--- src/rtl/vec_irq_arbiter.sv ---
// Vectored-interrupt arbiter: selects one eligible requester by BR level, presents its vector
// to the CPU and returns a one-cycle iack to the granted device. Optional macro INTARB_RR_EN.
module vec_irq_arbiter #(
  parameter int unsigned          NREQ     = 4,
  parameter logic [9*NREQ-1:0]    VEC_LIST = {9'o064, 9'o060, 9'o100, 9'o104},
  parameter logic [3*NREQ-1:0]    BR_LIST  = {3'd4, 3'd4, 3'd6, 3'd6}
) (
  input  logic            clk_p,
  input  logic            sys_init_n,
  input  logic [NREQ-1:0] irq_i,
  output logic [NREQ-1:0] iack_o,
  input  logic [2:0]      cpu_pri,
  output logic            cpu_irq,
  output logic [8:0]      cpu_ivec,
  input  logic            cpu_iack,
  output logic [2:0]      grant_idx
);

  localparam int unsigned IW = 3;
  localparam int unsigned VW = 9;
  localparam int unsigned BW = 3;

  typedef enum logic [1:0] {S_IDLE, S_GRANT, S_ACK, S_GAP} state_e;

  state_e          state_q, state_d;
  logic            cpu_irq_q, cpu_irq_d;
  logic [VW-1:0]   cpu_ivec_q, cpu_ivec_d;
  logic [NREQ-1:0] iack_q, iack_d;
  logic [IW-1:0]   grant_idx_q, grant_idx_d;

  logic [NREQ-1:0] elig;
  logic            win_found;
  logic [IW-1:0]   win_idx;
  logic [BW-1:0]   win_br;
  logic [VW-1:0]   win_vec;
  logic            gnt_elig;
  logic [NREQ-1:0] gnt_onehot;
  logic [IW-1:0]   start_c;
  int unsigned     n;

`ifdef INTARB_RR_EN
  logic [IW-1:0]   rr_ptr_q, rr_ptr_d;
  assign start_c = rr_ptr_q;
`else
  assign start_c = '0;
`endif

  // Strict comparison: a BR equal to the CPU priority is masked.
  always_comb begin
    elig = '0;
    for (int unsigned i = 0; i < NREQ; i++) begin
      elig[i] = irq_i[i] & (BR_LIST[BW*i +: BW] > cpu_pri);
    end
  end

  // Search from start_c with wrap; only a strictly higher BR displaces an earlier hit.
  always_comb begin
    win_found = 1'b0;
    win_idx   = '0;
    win_br    = '0;
    win_vec   = '0;
    n         = 0;
    for (int unsigned k = 0; k < NREQ; k++) begin
      n = 32'(start_c) + k;
      if (n >= NREQ) n = n - NREQ;
      if (elig[n] && (!win_found || (BR_LIST[BW*n +: BW] > win_br))) begin
        win_found = 1'b1;
        win_idx   = IW'(n);
        win_br    = BR_LIST[BW*n +: BW];
        win_vec   = VEC_LIST[VW*n +: VW];
      end
    end
  end

  always_comb begin
    gnt_elig   = 1'b0;
    gnt_onehot = '0;
    for (int unsigned i = 0; i < NREQ; i++) begin
      gnt_onehot[i] = (grant_idx_q == IW'(i));
      if (grant_idx_q == IW'(i)) gnt_elig = elig[i];
    end
  end

  always_comb begin
    state_d     = state_q;
    cpu_irq_d   = cpu_irq_q;
    cpu_ivec_d  = cpu_ivec_q;
    iack_d      = iack_q;
    grant_idx_d = grant_idx_q;
`ifdef INTARB_RR_EN
    rr_ptr_d    = rr_ptr_q;
`endif
    unique case (state_q)
      S_IDLE: begin
        if (win_found) begin
          grant_idx_d = win_idx;
          cpu_irq_d   = 1'b1;
          cpu_ivec_d  = win_vec;
          state_d     = S_GRANT;
        end
      end
      // Grant is frozen here; an acknowledge beats a simultaneous withdrawal.
      S_GRANT: begin
        if (cpu_iack) begin
          cpu_irq_d = 1'b0;
          iack_d    = gnt_onehot;
          state_d   = S_ACK;
`ifdef INTARB_RR_EN
          rr_ptr_d  = (grant_idx_q == IW'(NREQ-1)) ? '0 : grant_idx_q + IW'(1);
`endif
        end else if (!gnt_elig) begin
          cpu_irq_d = 1'b0;
          state_d   = S_IDLE;
        end
      end
      S_ACK: begin
        iack_d  = '0;
        state_d = S_GAP;
      end
      S_GAP: begin
        state_d = S_IDLE;
      end
      default: begin
        state_d = S_IDLE;
      end
    endcase
  end

  always_ff @(posedge clk_p or negedge sys_init_n) begin
    if (!sys_init_n) begin
      state_q     <= S_IDLE;
      cpu_irq_q   <= 1'b0;
      cpu_ivec_q  <= '0;
      iack_q      <= '0;
      grant_idx_q <= '0;
`ifdef INTARB_RR_EN
      rr_ptr_q    <= '0;
`endif
    end else begin
      state_q     <= state_d;
      cpu_irq_q   <= cpu_irq_d;
      cpu_ivec_q  <= cpu_ivec_d;
      iack_q      <= iack_d;
      grant_idx_q <= grant_idx_d;
`ifdef INTARB_RR_EN
      rr_ptr_q    <= rr_ptr_d;
`endif
    end
  end

  assign cpu_irq   = cpu_irq_q;
  assign cpu_ivec  = cpu_ivec_q;
  assign iack_o    = iack_q;
  assign grant_idx = grant_idx_q;

endmodule

--- config.mk ---
export PLATFORM = sky130hd
export DESIGN_NAME = vec_irq_arbiter
export DESIGN_NICKNAME = d
export VERILOG_FILES = /design/src/rtl/vec_irq_arbiter.sv
export SDC_FILE = /design/constraint.sdc
export NUM_CORES = 1
export LEC_CHECK = 0
export CAP_MARGIN = 20
export CELL_PAD_IN_SITES_DETAIL_PLACEMENT = 1
export CELL_PAD_IN_SITES_GLOBAL_PLACEMENT = 2
export CORE_MARGIN = 5
export CORE_UTILIZATION = 24
export DETAILED_ROUTE_END_ITERATION = 10
export PLACE_DENSITY = 0.84
export SLEW_MARGIN = 25
export SYNTH_ARGS = -nofsm -noshare
export SYNTH_HDL_FRONTEND = slang
export SYNTH_SLANG_ARGS = --single-unit
--- constraint.sdc ---
create_clock -name clk_p -period 1.7 [get_ports clk_p]
set_clock_uncertainty 0.1 [all_clocks]
set_input_delay 0.51 -clock clk_p [delete_from_list [all_inputs] [get_ports clk_p]]
set_output_delay 0.51 -clock clk_p [all_outputs]
set_load 0.02 [all_outputs]
==> impl_metrics.yaml <==
sta:
  slew_viol_final: 0
  period_needed_ns: 1.67
  setup_viol: 0
  rsz0062_at_grt: "false"
  fin_crit_sh_pct: 98.0
  max_freq_mhz: 600
  setup_tns_ns: 0
  hold_viol: 0
cts:
  ctsLongestPathBuffers: 2
  cts_buffers: 3
  cts_root_buf: "clkbuf_4"
  cts_tree: "yes"
  htreeDepth: 1
  clk_latency_ns: 0.27
  cts_setup_buffers: 0
  cts_sinks: 11
  postCtsHoldBufs: 0
  clk_pin_slew_ns: 0.08
logic_synthesis:
  syn-cell-area_um2: 696
  synth_cells: 71
  synth-seq-cells: 11
  synth-seq-area-share_pct: 39.6
  synth_area_leaders: "dfrtp_1 (40%), buf_4 (8.6%), o2bb2ai_1 (6.3%), a21oi_1 (3.6%), inv_1 (3.2%)"
  synthArstFlopShare_pct: 100
  synth-edff-count: 0
  ys.flop_type: "dfrtp_1"
  netlist.area_leader.share_pct: 39.6
  avgSynthCellArea_um2: 9.80
  yosysUniqueCellTypes: 31
  yosys_warnings: 0
  yosysTopAreaCell: "dfrtp_1"
final_layout:
  nets: 113
  stdcell_count: 133
  fill_cells: 321
  drive_above_1_share_pct: 24.5
  diodes: 0
  syn2layout_area_growth_pct: 45.3
route:
  dr.pass1.iters: 2
  drtIter0Drc: 7
  wl_um: 2040
  ant_nets: 0
  vias: 650
  remaining_drc_errors: 0
  viasPerCell: 4.89
  wl_per_cell_um: 15.3
placement:
  dp.final_hpwl_um: 1610
  numPlacedInstances: 129
  portBuffers: 19
  gp_congestion: 0.790
job:
  drv_cap: 0
hold_path:
  holdCritPathClass: "reg2reg"
global_route:
  grt-ovfl-total: 0
  grt_usage_pct: 10.6
  grt_antenna_before_repair: 0
  grt_pass1_vias: 728
  grt_pass1_wl_um: 3350
  grt_max_degree: 12
floorplanning:
  io_pins: 27
  die_w_um: 63.8
  die_area_mm2: 0.00408
  initial_utilization_pct: 25.2
  dieHeight_um: 63.8
  core-area_mm2: 0.00276
  num_rows: 19
power_and_ir_drop:
  p_leak_nw: 0.477
  cellPowerDensity_mw_per_mm2: 1600
  vdd_drop_max_uv: 636
outcome:
  status: "completed"
worst_setup_path:
  worstSetupEndpointType: "flip-flop"
  crit_required_ns: 1.76
  cp.arrival_ns: 1.73
  critPathMaxFanout: 7
  start_kind: "input pin"
  criticalPathCategory: "in2reg"
metrics by stage:
| stage | total power, W | hold WS (ns) | cell area [µm²] | util (%) | setup slack, ns |
|---|---|---|---|---|---|
| 5_1_grt | 0.00175 | 0.419 | 1010 | 36.7 | 0.00361 |
| 4_1_cts | 0.00160 | 0.425 | 986 | 35.8 | 0.0118 |
| 3_5_place_dp | 0.00147 | 0.412 | 962 | 34.9 | -0.361 |
| 2_1_floorplan | 0.00105 | 0.114 | 714 | - | 0.148 |
| 3_3_place_gp | 0.00143 | 0.398 | 962 | 34.9 | -0.326 |
| 6_report | 0.00162 | 0.418 | 1010 | 36.7 | 0.0346 |
placed cells by master, fill, tap and decap left out, drive strengths merged, types with 2 or more instances in the layout:
cell           count
mux2               2
nor2               4
clkbuf             4
dlygate4sd2       11
inv                6
clkdlybuf4s50      7
dfrtp             11
nand2b             2
o21ai              3
nand2              2
a22oi              2
a2bb2oi            2
conb               6
a21oi              5
buf               12
o2bb2ai            5
cell usage after synthesis, types with 2 or more instances:
cell type and instances:
o2bb2ai_1 5, nand2_1 2, nor2_1 4, o21ai_0 3
dfrtp_1 11, buf_4 8, nand2b_1 2, inv_1 6
a21oi_1 5, a2bb2oi_1 2, mux2_2 2, a22oi_1 2
final timing paths:
path / from / to / slack [ns] / cells past startpoint
max: irq_i[1] / cpu_ivec[5] / 0.03 / 4
min: iack_o[0] / iack_o[0] / 0.42 / 1
max reg2reg: state_q[0] / cpu_ivec[5] / 0.20 / 3
min reg2reg: iack_o[0] / iack_o[0] / 0.42 / 1
max in group asynchronous: sys_init_n / iack_o[3] / 0.92 / 2
min in group asynchronous: sys_init_n / iack_o[0] / 0.43 / 2
final cells by class:
class                      count  area, µm²  area share [%]
sequential                    11        275            27.2
clock buffer                   4       26.3            2.60
timing repair buffer          31        269            26.6
inverter                       6       22.5            2.23
tap                           31       38.8            3.84
multi-input combinational     50        379            37.5
kinds of logic (layout without fill, tap and decap cells):
group | after synthesis | count (layout) | share of synthesized area (%)
buffers and inverters | 15 | 41 | 13.5
flip-flops | 11 | 11 | 39.6
AND/OR/NAND/NOR | 16 | 16 | 14.0
multiplexers | 3 | 3 | 4.68
AO/OA/AOI/OAI | 25 | 25 | 27.7
other | 1 | 6 | 0.539
worst max-delay path, cell delays in order:
cell,delay [ns]
clkdlybuf4s50_1,0.59
o2bb2ai_1,0.15
o22a_4,0.26
a22o_2,0.21
layer usage:
layer | wire, µm | global-route usage (%)
met3 | 135 | 3.50
met2 | 1010 | 17.0
met4 | 43 | 7.79
met5 | 0 | 0
met1 | 850 | 11.6
state kept, by name, summed over array words and instances, names as in the netlist, named ones only:
register	count
cpu_irq	1
cpu_ivec	3
grant_idx	1
iack_o	4
state_q	1
timing repair:
item | 4_1_cts | 5_1_grt
resized for setup | 13 | 4
endpoints found under the setup margin | 15 | 3
pin swaps | 1 | 2
cloned | 0 | 0
power by group:
| part | switching (W) | leakage [nW] | internal (W) |
|---|---|---|---|
| logic | 0.000532 | 0.325 | 0.000448 |
| registers | 0.0000738 | 0.137 | 0.000377 |
| clock network | 0.0000936 | 0.0150 | 0.0000909 |
| total | 0.000699 | 0.477 | 0.000916 |
Note: power is estimated with default switching activity, not from simulation.
